### src/rtl/snake_pkg.sv
// Shared constants for the snake game video path.
// Colours, fill kinds and default screen dimensions.
package snake_pkg;

  localparam int SCR_W = 160;
  localparam int SCR_H = 120;

  localparam logic [2:0] COL_BLACK = 3'b000;
  localparam logic [2:0] COL_RED   = 3'b100;
  localparam logic [2:0] COL_BLUE  = 3'b001;
  localparam logic [2:0] COL_WHITE = 3'b111;

  typedef enum logic [1:0] {
    FILL_BLACK = 2'd0,
    FILL_RED   = 2'd1,
    FILL_TITLE = 2'd2
  } fill_kind_t;

endpackage

### src/rtl/raster_counter.sv
// Raster-order x/y pixel counter for full-screen sweeps.
// Wraps at WIDTH-1 / HEIGHT-1; synchronous clear.
module raster_counter
  import snake_pkg::*;
#(
  parameter int WIDTH  = SCR_W,
  parameter int HEIGHT = SCR_H,
  localparam int XW = $clog2(WIDTH),
  localparam int YW = $clog2(HEIGHT)
) (
  input  logic          clk,
  input  logic          rst,
  input  logic          clr,
  input  logic          en,
  output logic [XW-1:0] x,
  output logic [YW-1:0] y,
  output logic          last
);

  localparam logic [XW-1:0] X_MAX = XW'(WIDTH - 1);
  localparam logic [YW-1:0] Y_MAX = YW'(HEIGHT - 1);

  always_ff @(posedge clk or negedge rst) begin
    if (!rst) begin
      x <= '0;
      y <= '0;
    end else if (clr) begin
      x <= '0;
      y <= '0;
    end else if (en) begin
      if (x == X_MAX) begin
        x <= '0;
        y <= (y == Y_MAX) ? '0 : y + 1'b1;
      end else begin
        x <= x + 1'b1;
      end
    end
  end

  assign last = (x == X_MAX) && (y == Y_MAX);

endmodule

### src/rtl/screen_fill.sv
// Full-screen fill engine: raster sweep with plot strobe and done pulse.
// Define SCREEN_FILL_CHECKER_EN for an 8x8 checkerboard title fill.
module screen_fill
  import snake_pkg::*;
#(
  parameter int WIDTH  = SCR_W,
  parameter int HEIGHT = SCR_H,
  localparam int XW = $clog2(WIDTH),
  localparam int YW = $clog2(HEIGHT)
) (
  input  logic          clk,
  input  logic          rst,
  input  logic          req_black,
  input  logic          req_red,
  input  logic          req_title,
  output logic [XW-1:0] x,
  output logic [YW-1:0] y,
  output logic [2:0]    colour,
  output logic          plot,
  output logic          busy,
  output logic          done
);

  typedef enum logic [1:0] {
    IDLE,
    SWEEP,
    DONE,
    RELEASE
  } state_t;

  state_t     state, state_nxt;
  fill_kind_t kind, kind_nxt;
  logic       any_req;
  logic       cnt_clr;
  logic       cnt_en;
  logic       last;

  assign any_req = req_black | req_red | req_title;

  raster_counter #(
    .WIDTH (WIDTH),
    .HEIGHT(HEIGHT)
  ) u_raster (
    .clk (clk),
    .rst (rst),
    .clr (cnt_clr),
    .en  (cnt_en),
    .x   (x),
    .y   (y),
    .last(last)
  );

  always_ff @(posedge clk or negedge rst) begin
    if (!rst) begin
      state <= IDLE;
      kind  <= FILL_BLACK;
    end else begin
      state <= state_nxt;
      kind  <= kind_nxt;
    end
  end

  always_comb begin
    state_nxt = state;
    kind_nxt  = kind;
    cnt_clr   = 1'b0;
    cnt_en    = 1'b0;
    plot      = 1'b0;
    busy      = 1'b0;
    done      = 1'b0;
    unique case (state)
      IDLE: begin
        cnt_clr = 1'b1;
        if (any_req) begin
          state_nxt = SWEEP;
          if (req_red)
            kind_nxt = FILL_RED;
          else if (req_black)
            kind_nxt = FILL_BLACK;
          else
            kind_nxt = FILL_TITLE;
        end
      end
      SWEEP: begin
        plot   = 1'b1;
        busy   = 1'b1;
        cnt_en = 1'b1;
        if (last)
          state_nxt = DONE;
      end
      DONE: begin
        busy      = 1'b1;
        done      = 1'b1;
        state_nxt = RELEASE;
      end
      RELEASE: begin
        if (!any_req)
          state_nxt = IDLE;
      end
      default: state_nxt = IDLE;
    endcase
  end

  // Colour follows the live coordinates so it lines up with plot.
  always_comb begin
    colour = COL_BLACK;
    unique case (kind)
      FILL_BLACK: colour = COL_BLACK;
      FILL_RED:   colour = COL_RED;
      FILL_TITLE: begin
`ifdef SCREEN_FILL_CHECKER_EN
        colour = (x[3] ^ y[3]) ? COL_WHITE : COL_BLUE;
`else
        colour = COL_BLUE;
`endif
      end
      default:    colour = COL_BLACK;
    endcase
  end

endmodule

### config.mk
export PLATFORM = sky130hd
export DESIGN_NAME = screen_fill
export DESIGN_NICKNAME = d
export VERILOG_FILES = /design/src/rtl/snake_pkg.sv /design/src/rtl/raster_counter.sv /design/src/rtl/screen_fill.sv
export SDC_FILE = /design/constraint.sdc
export NUM_CORES = 1
export LEC_CHECK = 0
export CORE_MARGIN = 3
export CORE_UTILIZATION = 40
export DETAILED_ROUTE_END_ITERATION = 12
export GPL_TIMING_DRIVEN = 0
export PLACE_DENSITY = 0.67
export REMOVE_ABC_BUFFERS = 1
export SYNTH_ARGS = -nofsm -noshare
export SYNTH_HDL_FRONTEND = slang
export SYNTH_SLANG_ARGS = --single-unit
export TNS_END_PERCENT = 20
### constraint.sdc
create_clock -name clk -period 1.9 [get_ports clk]
set_input_delay 0.19 -clock clk [delete_from_list [all_inputs] [get_ports clk]]
set_output_delay 0.19 -clock clk [all_outputs]
set_load 0.05 [all_outputs]
==> results of run 1 <==
logic make-up (layout without fill, tap and decap cells):
| group | count (synthesis) | count (layout) | synth area share |
|---|---|---|---|
| AO/OA/AOI/OAI | 20 | 20 | 0.1304 |
| other | 1 | 1 | 0.003489 |
| XOR/XNOR | 5 | 5 | 0.04074 |
| multiplexers | 7 | 7 | 0.07101 |
| buffers and inverters | 7 | 34 | 0.02910 |
| AND/OR/NAND/NOR | 43 | 43 | 0.2130 |
| adder cells (fa/ha/maj) | 6 | 6 | 0.06985 |
| flip-flops | 19 | 19 | 0.4424 |
layout by cell type, fill, tap and decap left out, types with 3 or more instances in the layout:
cell type	instances
mux2i_1	5
nand4_1	5
xor2_1	5
o21ai_0	5
dfrtp_1	18
nand2_1	5
buf_4	4
nand3_1	3
a21oi_1	5
nor2b_1	5
ha_1	4
a22o_1	3
clkdlybuf4s50_1	21
clkbuf_4	3
nor2_1	12
final timing paths:
check / endpoint / slack, ns / cells past startpoint
setup / recovery: colour[2] / 0.07 / 2
hold / removal: u_raster.x[7] / 0.36 / 1
setup reg to reg: state[1] / 0.09 / 4
hold reg to reg: kind[0] / 0.54 / 1
max in group asynchronous: u_raster.x[5] / 0.96 / 1
min in group clk: kind[0] / 0.54 / 1
state kept, by name (all words and copies together), names as in the netlist:
signal,flops
state,2
kind,2
u_raster.x,8
u_raster.y,7
metal layers:
metal / vias to the layer above / track usage / wire length, um / share of wire
met3: 2 / 0.04009 / 133 / 0.058
met5: - / 0 / 0 / 0
met2: 25 / 0.2242 / 1087 / 0.48
met4: 0 / 0.03974 / 21 / 0.0092
met1: 432 / 0.2138 / 1035 / 0.45
li1: 439 / - / - / -
synthesized netlist by cell type (all sizes together):
cell / instances
dfrtp: 19
nor2: 12
ha: 6
a21oi: 5
mux2i: 5
nand2: 5
nand4: 5
nor2b: 5
o21ai: 5
xor2: 5
a22o: 3
and3: 3
buf: 3
nand3: 3
clkbuf: 2
inv: 2
mux2: 2
nand2b: 2
or3: 2
a211o: 1
a31o: 1
a31oi: 1
and2: 1
and4: 1
conb: 1
nor3: 1
nor3b: 1
nor4: 1
o2111ai: 1
o21a: 1
o21bai: 1
o41ai: 1
or3b: 1
report_power, final:
part	leakage, nW	internal (mW)	switching, mW	total (mW)
combinational	0.391	0.00784	0.0150	0.0228
clock	0.0177	0.0785	0.128	0.207
sequential	0.246	0.404	0	0.404
cell type report:
cell class / instances / area (um2) / share of cell area
Sequential cell: 19 / 476.7 / 0.3325
Tap cell: 30 / 37.54 / 0.02618
Inverter: 2 / 7.507 / 0.005236
Multi-Input combinational cell: 82 / 614.3 / 0.4284
Clock inverter: 1 / 5.005 / 0.003490
Clock buffer: 3 / 22.52 / 0.01571
Timing Repair Buffer: 28 / 270.3 / 0.1885
timing repair:
| action | CTS | global route |
|---|---|---|
| setup buffers | 0 | 4 |
| gates resized for setup | 8 | 7 |
| gates cloned | 0 | 0 |
| endpoints found under the hold margin | 0 | 0 |
| endpoints found under the setup margin | 8 | 11 |
| pin swaps | 0 | 2 |
==> flow_summary.toml, run 1 <==
[floorplan]
die_y_um = 57.84
design.core.area_um2 = 2522
fp.dieW_um = 57.84
initial_core_util = 0.4261
num_io_pins = 26
fp.dieArea_um2 = 3345
placementRows = 18

[final_layout]
fin_area_um2 = 1434
antenna_cells = 0
drive_gt1_frac = 0.1481
fin_util = 0.5685
fin_cells = 165
n_fill_cell = 232
nets = 147
synthToLayoutAreaGrowth_pct = 33.41

[synth]
ys_seq_area_frac = 0.4424
avgSynthCellArea_um2 = 9.952
synth.area.top_cells = "dfrtp_1, ha_1, mux2i_1"
synthCells = 108
ys_types = 37
synth_top_area_frac = 0.4424
syn_area_um2 = 1075
yosys_register_bits = 19
synth_area_leader_cell = "dfrtp_1"
synth_warnings = 0

[worst_setup_path]
slowest_stage = "clkdlybuf4s50_1"
path_class = "register to primary output"
max_stage_delay_ns = 0.81
start_kind = "register"
path_buf_inv = 1
worstPathArrival_ns = 1.64
path_cells = "nor2b_1 -> clkdlybuf4s50_1"
cp-end-kind = "primary output"
cp_top_family = "buffers and inverters"
crit_fanout = 3
cp-startpoint = "kind[0]"
reg2reg_from = "u_raster.x[5]"
crit_required_ns = 1.71

[grt]
gr-usage-all-layers = 0.1497
grt_pass1_wl_um = 3891
overflow = 0
grt_pass1_vias = 825
antenna_found_initial = 0
grt_start_max_net_pins = 20

[route]
num_vias = 898
drtPass1Iterations = 4
vias_per_cell = 5.442
wire_per_inst_um = 13.80
drt_wl_total_um = 2277
drtIter0Drc = 16
final_antenna_net_count = 0
remaining_drc_errors = 0

[timing]
hold_viol = 0
rsz0062_at_grt = "true"
fmax_mhz = 545.3
post-route-min-period_ns = 1.834
setup_slack_ns = 0.06631
fin_worst_skew_ns = 0.01070
slew_headroom = 0.4231
worst_pin_slew_ns = 0.8626
holdWs_ns = 0.3612
finalCritPeriodShare = 0.9651
fin_setup_tns_ns = 0
setup-violations-final = 0
drv_slew = 0

[cts]
cts_tree = "built"
clk_pin_slew_ns = 0.11
cts_sinks = 19
cts_buffer_depth = 2
cts_buffers = 3
holdBufCountCts = 0
clk_latency_ns = 0.30
cts-root-buf = "clkbuf_4"
h-tree-depth = 1

[job]
cap_violations = 0

[placed_design]
place_hpwl_um = 1649
port_buffers = 24
placedCellCount = 157
place_congestion = 0.7149
place_ws_ns = -0.2382
placed_area_um2 = 1329

[pwr]
leakagePower_nw = 0.6547
ir_drop_mv = 0.3557
p_per_area_nw_per_um2 = 441.9
report.power.total_mw = 0.6336

[status]
status = "finished, final reports clean"

[worst_hold_path]
hold_class = "primary input to async pin"
Note: power is estimated with default switching activity, not from simulation.
==> run 2, diff against run 1 <==
- CORE_UTILIZATION: 40 -> 35
- PLACE_DENSITY: 0.67 -> not set
- SYNTH_HIERARCHICAL: not set -> 1
==> run 2 against run 1 <==
Clock-buffer cell count rose by 1. Sequential power grew 39%. Critical endpoint is now colour[0]. Sequential share of layout area shrank 0.14 points. Highest routed layer unchanged. Utilization is 7.3 points lower.
==> flow_summary.toml, run 2 <==
[grt]
overflow = 0
use_met2 = 0.2117
grt_start_max_net_pins = 21
grt_pass1_vias = 909
use_met1 = 0.1650
grt_pass1_wl_um = 4126
gr-max-usage-layer = "met2"
antenna_found_initial = 0
met3_usage = 0.02518
gr-usage-all-layers = 0.1273

[cts]
cts_setup_buffers = 0
cts-root-buf = "clkbuf_4"
cts_sinks = 19
cts_buffer_depth = 2
cts_buffers = 3
clk_pin_slew_ns = 0.11
clk_latency_ns = 0.29
holdBufCountCts = 0
h-tree-depth = 1
cts_tree = "built"

[floorplan]
num_io_pins = 26
design.core.area_um2 = 2900
initial_core_util = 0.3887
die_y_um = 62.76
fp.dieW_um = 62.76
fp.dieArea_um2 = 3938
placementRows = 19

[synth]
synth_xor_area_frac = 0.03885
yosys_register_bits = 19
ys_seq_area_frac = 0.4218
synthSimpleGateAreaFrac = 0.2475
synth_most_common_cell = "dfrtp_1"
synth_flop_cell = "dfrtp_1"
synth.area.top_cells = "dfrtp_1, ha_1, nor2_1"
synth-compound-area-share = 0.1421
avgSynthCellArea_um2 = 9.889
synth_commonest_cells = "dfrtp_1, nor2_1, a21oi_1"
async_flop_share = 1.000
synth.area.mux_share = 0.04550
syn_area_um2 = 1127
synth_top_family_by_area = "simple AND/OR/NAND/NOR gates"
synth_top_area_frac = 0.4218
ys_types = 42
synthAdderAreaFrac = 0.06659
synth-edff-count = 0
synth_warnings = 6
synth_area_leader_cell = "dfrtp_1"
synthCells = 114

[final_layout]
antenna_cells = 0
drive_gt1_frac = 0.1014
regMostFlops = "u_raster/x"
nets = 150
most-common-layout-cells = "clkdlybuf4s50_1, dfrtp_1, nor2_1, a21oi_1, nor2b_1"
synthToLayoutAreaGrowth_pct = 27.41
final_common_cell = "clkdlybuf4s50_1"
largest_register_ffs = 8
reg_top3 = "u_raster/x x8, u_raster/y x7"
n_fill_cell = 290
fin_cells = 180

[worst_setup_path]
slowest_stage = "clkdlybuf4s50_1"
path_buf_inv = 1
max_stage_delay_ns = 0.81
start_kind = "register"
cp-end-kind = "primary output"
crit_required_ns = 1.71
path_cells = "nor2b_1 -> clkdlybuf4s50_1"
cp_top_family = "buffers and inverters"
path_class = "register to primary output"
crit_fanout = 3
worstPathArrival_ns = 1.63

[pwr]
p_per_area_nw_per_um2 = 1179
ir_drop_mv = 0.8516
report.power.total_mw = 1.693
leakagePower_nw = 0.5992

[placed_design]
place_ws_ns = -0.05226
place_hpwl_um = 1667
port_buffers = 24
placedCellCount = 176
place_congestion = 0.7943

[status]
status = "finished, final reports clean"

[timing]
hold_viol = 0
setup_slack_ns = 0.07923
worst_pin_slew_ns = 0.8651
drv_slew = 0
slew_headroom = 0.4215
fin_worst_skew_ns = 0.004180
finalCritPeriodShare = 0.9583
post-route-min-period_ns = 1.821
setup-violations-final = 0
fmax_mhz = 549.2
rsz0062_at_grt = "true"

[route]
wire_per_inst_um = 12.95
drtIter0Drc = 40
num_vias = 938
drtPass1Iterations = 4
drt_wl_total_um = 2331
remaining_drc_errors = 0
final_antenna_net_count = 0
vias_per_cell = 5.211

[worst_hold_path]
hold_class = "primary input to async pin"

[job]
cap_violations = 0
## run 2: logic make-up after synthesis
group                      after synthesis
DFF                                     19
AOI/OAI and AO/OA                       24
buffers and inverters                    7
other                                    1
adders and majority gates                6
and+or+nand+nor                         47
xor gates and xnor gates                 5
muxes                                    5
## run 2: path summary, 6_finish.rpt
kind	cells after the start	slack [ns]	from	to
hold reg to reg	1	0.53	kind[0]	kind[0]
max in group asynchronous	1	0.99	rst	u_raster/y[4]
min in group clk	1	0.53	kind[0]	kind[0]
setup / recovery	2	0.08	kind[0]	colour[0]
hold / removal	1	0.38	rst	u_raster/x[7]
setup reg to reg	7	0.09	u_raster/y[0]	state[1]
## run 2: what timing repair did
item                       4_1_cts  5_1_grt
gates resized for setup          6        8
setup endpoints to repair        4        5
pin swaps                        0        0
## run 2: power breakdown
group / internal [mW] / switching, mW / leakage (nW)
sequential: 0.474 / 0.0860 / 0.255
clock: 0.0816 / 0.125 / 0.0150
combinational: 0.324 / 0.602 / 0.329
total: 0.880 / 0.814 / 0.599
## run 2: metal layers
layer  up-vias  part of all wire
li1        468                 -
met1       447              0.49
met2        21              0.46
met3         2             0.043
met4         0            0.0069
met5         -                 0
## run 2: area by class of cell
type                       instances  area [um2]  area share
clock buffer                       4       26.28     0.01829
inverter                           3       11.26    0.007840
multi-input combinational         88       633.1      0.4408
sequential                        19       475.5      0.3310
tap                               42       52.55     0.03659
timing repair buffer              24       237.7      0.1655
## run 2: stage by stage
step	utilization	cell area, um2	hold WS, ns	TNS, ns
2_1_floorplan	-	1100	-0.1056	-0.3857
3_3_place_gp	0.4802	1393	0.5132	-0.04150
3_5_place_dp	0.4802	1393	0.5017	-0.08480
4_1_cts	0.4896	1420	0.4057	0
5_1_grt	0.4953	1436	0.4413	-0.007686
6_report	0.4953	1436	0.3754	0
==> run 3, diff against run 2 <==
- PLACE_DENSITY: not set -> 0.64
==> run 3 against run 2 <==
Worst hold slack better by 0.0054 ns. Die area did not move. Critical path depth shrank 1. Sequential cell count unchanged. Clock skew increased by 0.0012 ns. Sequential share of layout area down 0.11 points. Clock-buffer cell count is the same. Clock power shrank 4%. Utilization increased by 0.30 points. Wire length up 2.8%. Total power about the same.
==> flow_summary.toml, run 3 (same netlist as run 2, synthesis figures left out) <==
[worst_setup_path]
cp_top_family = "buffers and inverters"
max_stage_delay_ns = 0.85
cp-startpoint = "u_raster/x[2]"
crit_required_ns = 1.71
path_cells = "clkdlybuf4s50_1"
worstReg2RegEnd = "u_raster/y[6]"
rr_worst_depth = 6
path_buf_inv = 1
cp-end-kind = "primary output"
worstPathArrival_ns = 1.63
slowest_stage = "clkdlybuf4s50_1"
start_kind = "register"
crit_fanout = 7
reg2reg_from = "state[1]"
path_class = "register to primary output"
ff2ff_setup_slack_ns = 0.14

[floorplan]
placementRows = 19
initial_core_util = 0.3887
die_y_um = 62.76
num_io_pins = 26
fp.dieW_um = 62.76
fp.dieArea_um2 = 3938
design.core.area_um2 = 2900

[cts]
cts_buffer_depth = 2
cts_tree = "built"
cts-root-buf = "clkbuf_4"
h-tree-depth = 1
cts_setup_buffers = 0
cts_sinks = 19
clk_latency_ns = 0.29
holdBufCountCts = 0
clk_pin_slew_ns = 0.10
cts_buffers = 3

[timing]
fin_worst_skew_ns = 0.005374
rsz0062_at_grt = "true"
hold_viol = 0
drv_slew = 0
fin_setup_tns_ns = 0
worst_pin_slew_ns = 0.8664
fmax_mhz = 550.3
setup-violations-final = 0
finalCritPeriodShare = 0.9565
setup_slack_ns = 0.08272
post-route-min-period_ns = 1.817
holdWs_ns = 0.3809
slew_headroom = 0.4206

[final_layout]
nets = 150
largest_register_ffs = 8
antenna_cells = 0
regMostFlops = "u_raster/x"
synthToLayoutAreaGrowth_pct = 28.19
n_fill_cell = 295
drive_gt1_frac = 0.1087
most-common-layout-cells = "clkdlybuf4s50_1, dfrtp_1, nor2_1, a21oi_1, nor2b_1"
fin_area_um2 = 1445
fin_cells = 180
fin_util = 0.4983
reg_top3 = "u_raster/x x8, u_raster/y x7"

[route]
num_vias = 933
wire_per_inst_um = 13.31
drtIter0Drc = 48
vias_per_cell = 5.183
drt_wl_total_um = 2396
final_antenna_net_count = 0
drtPass1Iterations = 4
remaining_drc_errors = 0

[grt]
antenna_found_initial = 0
grt_pass1_wl_um = 4340
gr-usage-all-layers = 0.1346
grt_start_max_net_pins = 21
grt_pass1_vias = 969
overflow = 0

[status]
status = "finished, final reports clean"

[placed_design]
placedCellCount = 176
port_buffers = 24
place_hpwl_um = 1716
place_congestion = 0.7933
place_ws_ns = -0.05837
placed_area_um2 = 1393

[worst_hold_path]
hold_class = "primary input to async pin"

[job]
cap_violations = 0

[pwr]
report.power.total_mw = 1.692
leakagePower_nw = 0.6332
ir_drop_mv = 0.8529
p_per_area_nw_per_um2 = 1171
-- run 3: worst reg2reg max path: cells and delay by family, from the launching register on --
| family | cells | cell delay, ns |
|---|---|---|
| buffers and inverters | 1 | 0.12 |
| DFF | 1 | 0.42 |
| AOI/OAI and AO/OA | 1 | 0.15 |
| adders and majority gates | 1 | 0.22 |
| and+or+nand+nor | 3 | 0.79 |
-- run 3: area by class of cell --
type | instances | area, um2 | area share
repair buffers | 24 | 242.7 | 0.1680
inverters | 3 | 11.26 | 0.007792
well taps | 42 | 52.55 | 0.03636
flip-flops and latches | 19 | 476.7 | 0.3299
multi-input cells | 88 | 635.6 | 0.4398
clock buffers | 4 | 26.28 | 0.01818
-- run 3: timing repair --
action / CTS / global route
setup endpoints to repair: 4 / 10
gates resized for setup: 6 / 11
hold endpoints to repair: 0 / 0
-- run 3: worst max-delay path by stage --
stage,endpoint,slack [ns],depth (start not counted)
global route,state[1],-0.06,6
finish,x[2],0.08,1
floorplan,u_raster/y[6],-0.23,6
global placement,plot,-0.05,3
CTS,u_raster/y[6],0.05,6
detailed placement,plot,-0.06,3
-- run 3: where the power goes --
part	leakage, nW	internal, mW	switching (mW)	total, mW
logic	0.365	0.324	0.605	0.929
clock network	0.0150	0.0816	0.117	0.198
registers	0.253	0.474	0.0903	0.565
-- run 3: layer usage --
metal,global-route usage,part of all wire,vias up
met5,0,0,-
met3,0.04856,0.086,2
met1,0.1663,0.45,428
li1,-,-,465
met2,0.2264,0.46,38
met4,0.02479,0.0083,0
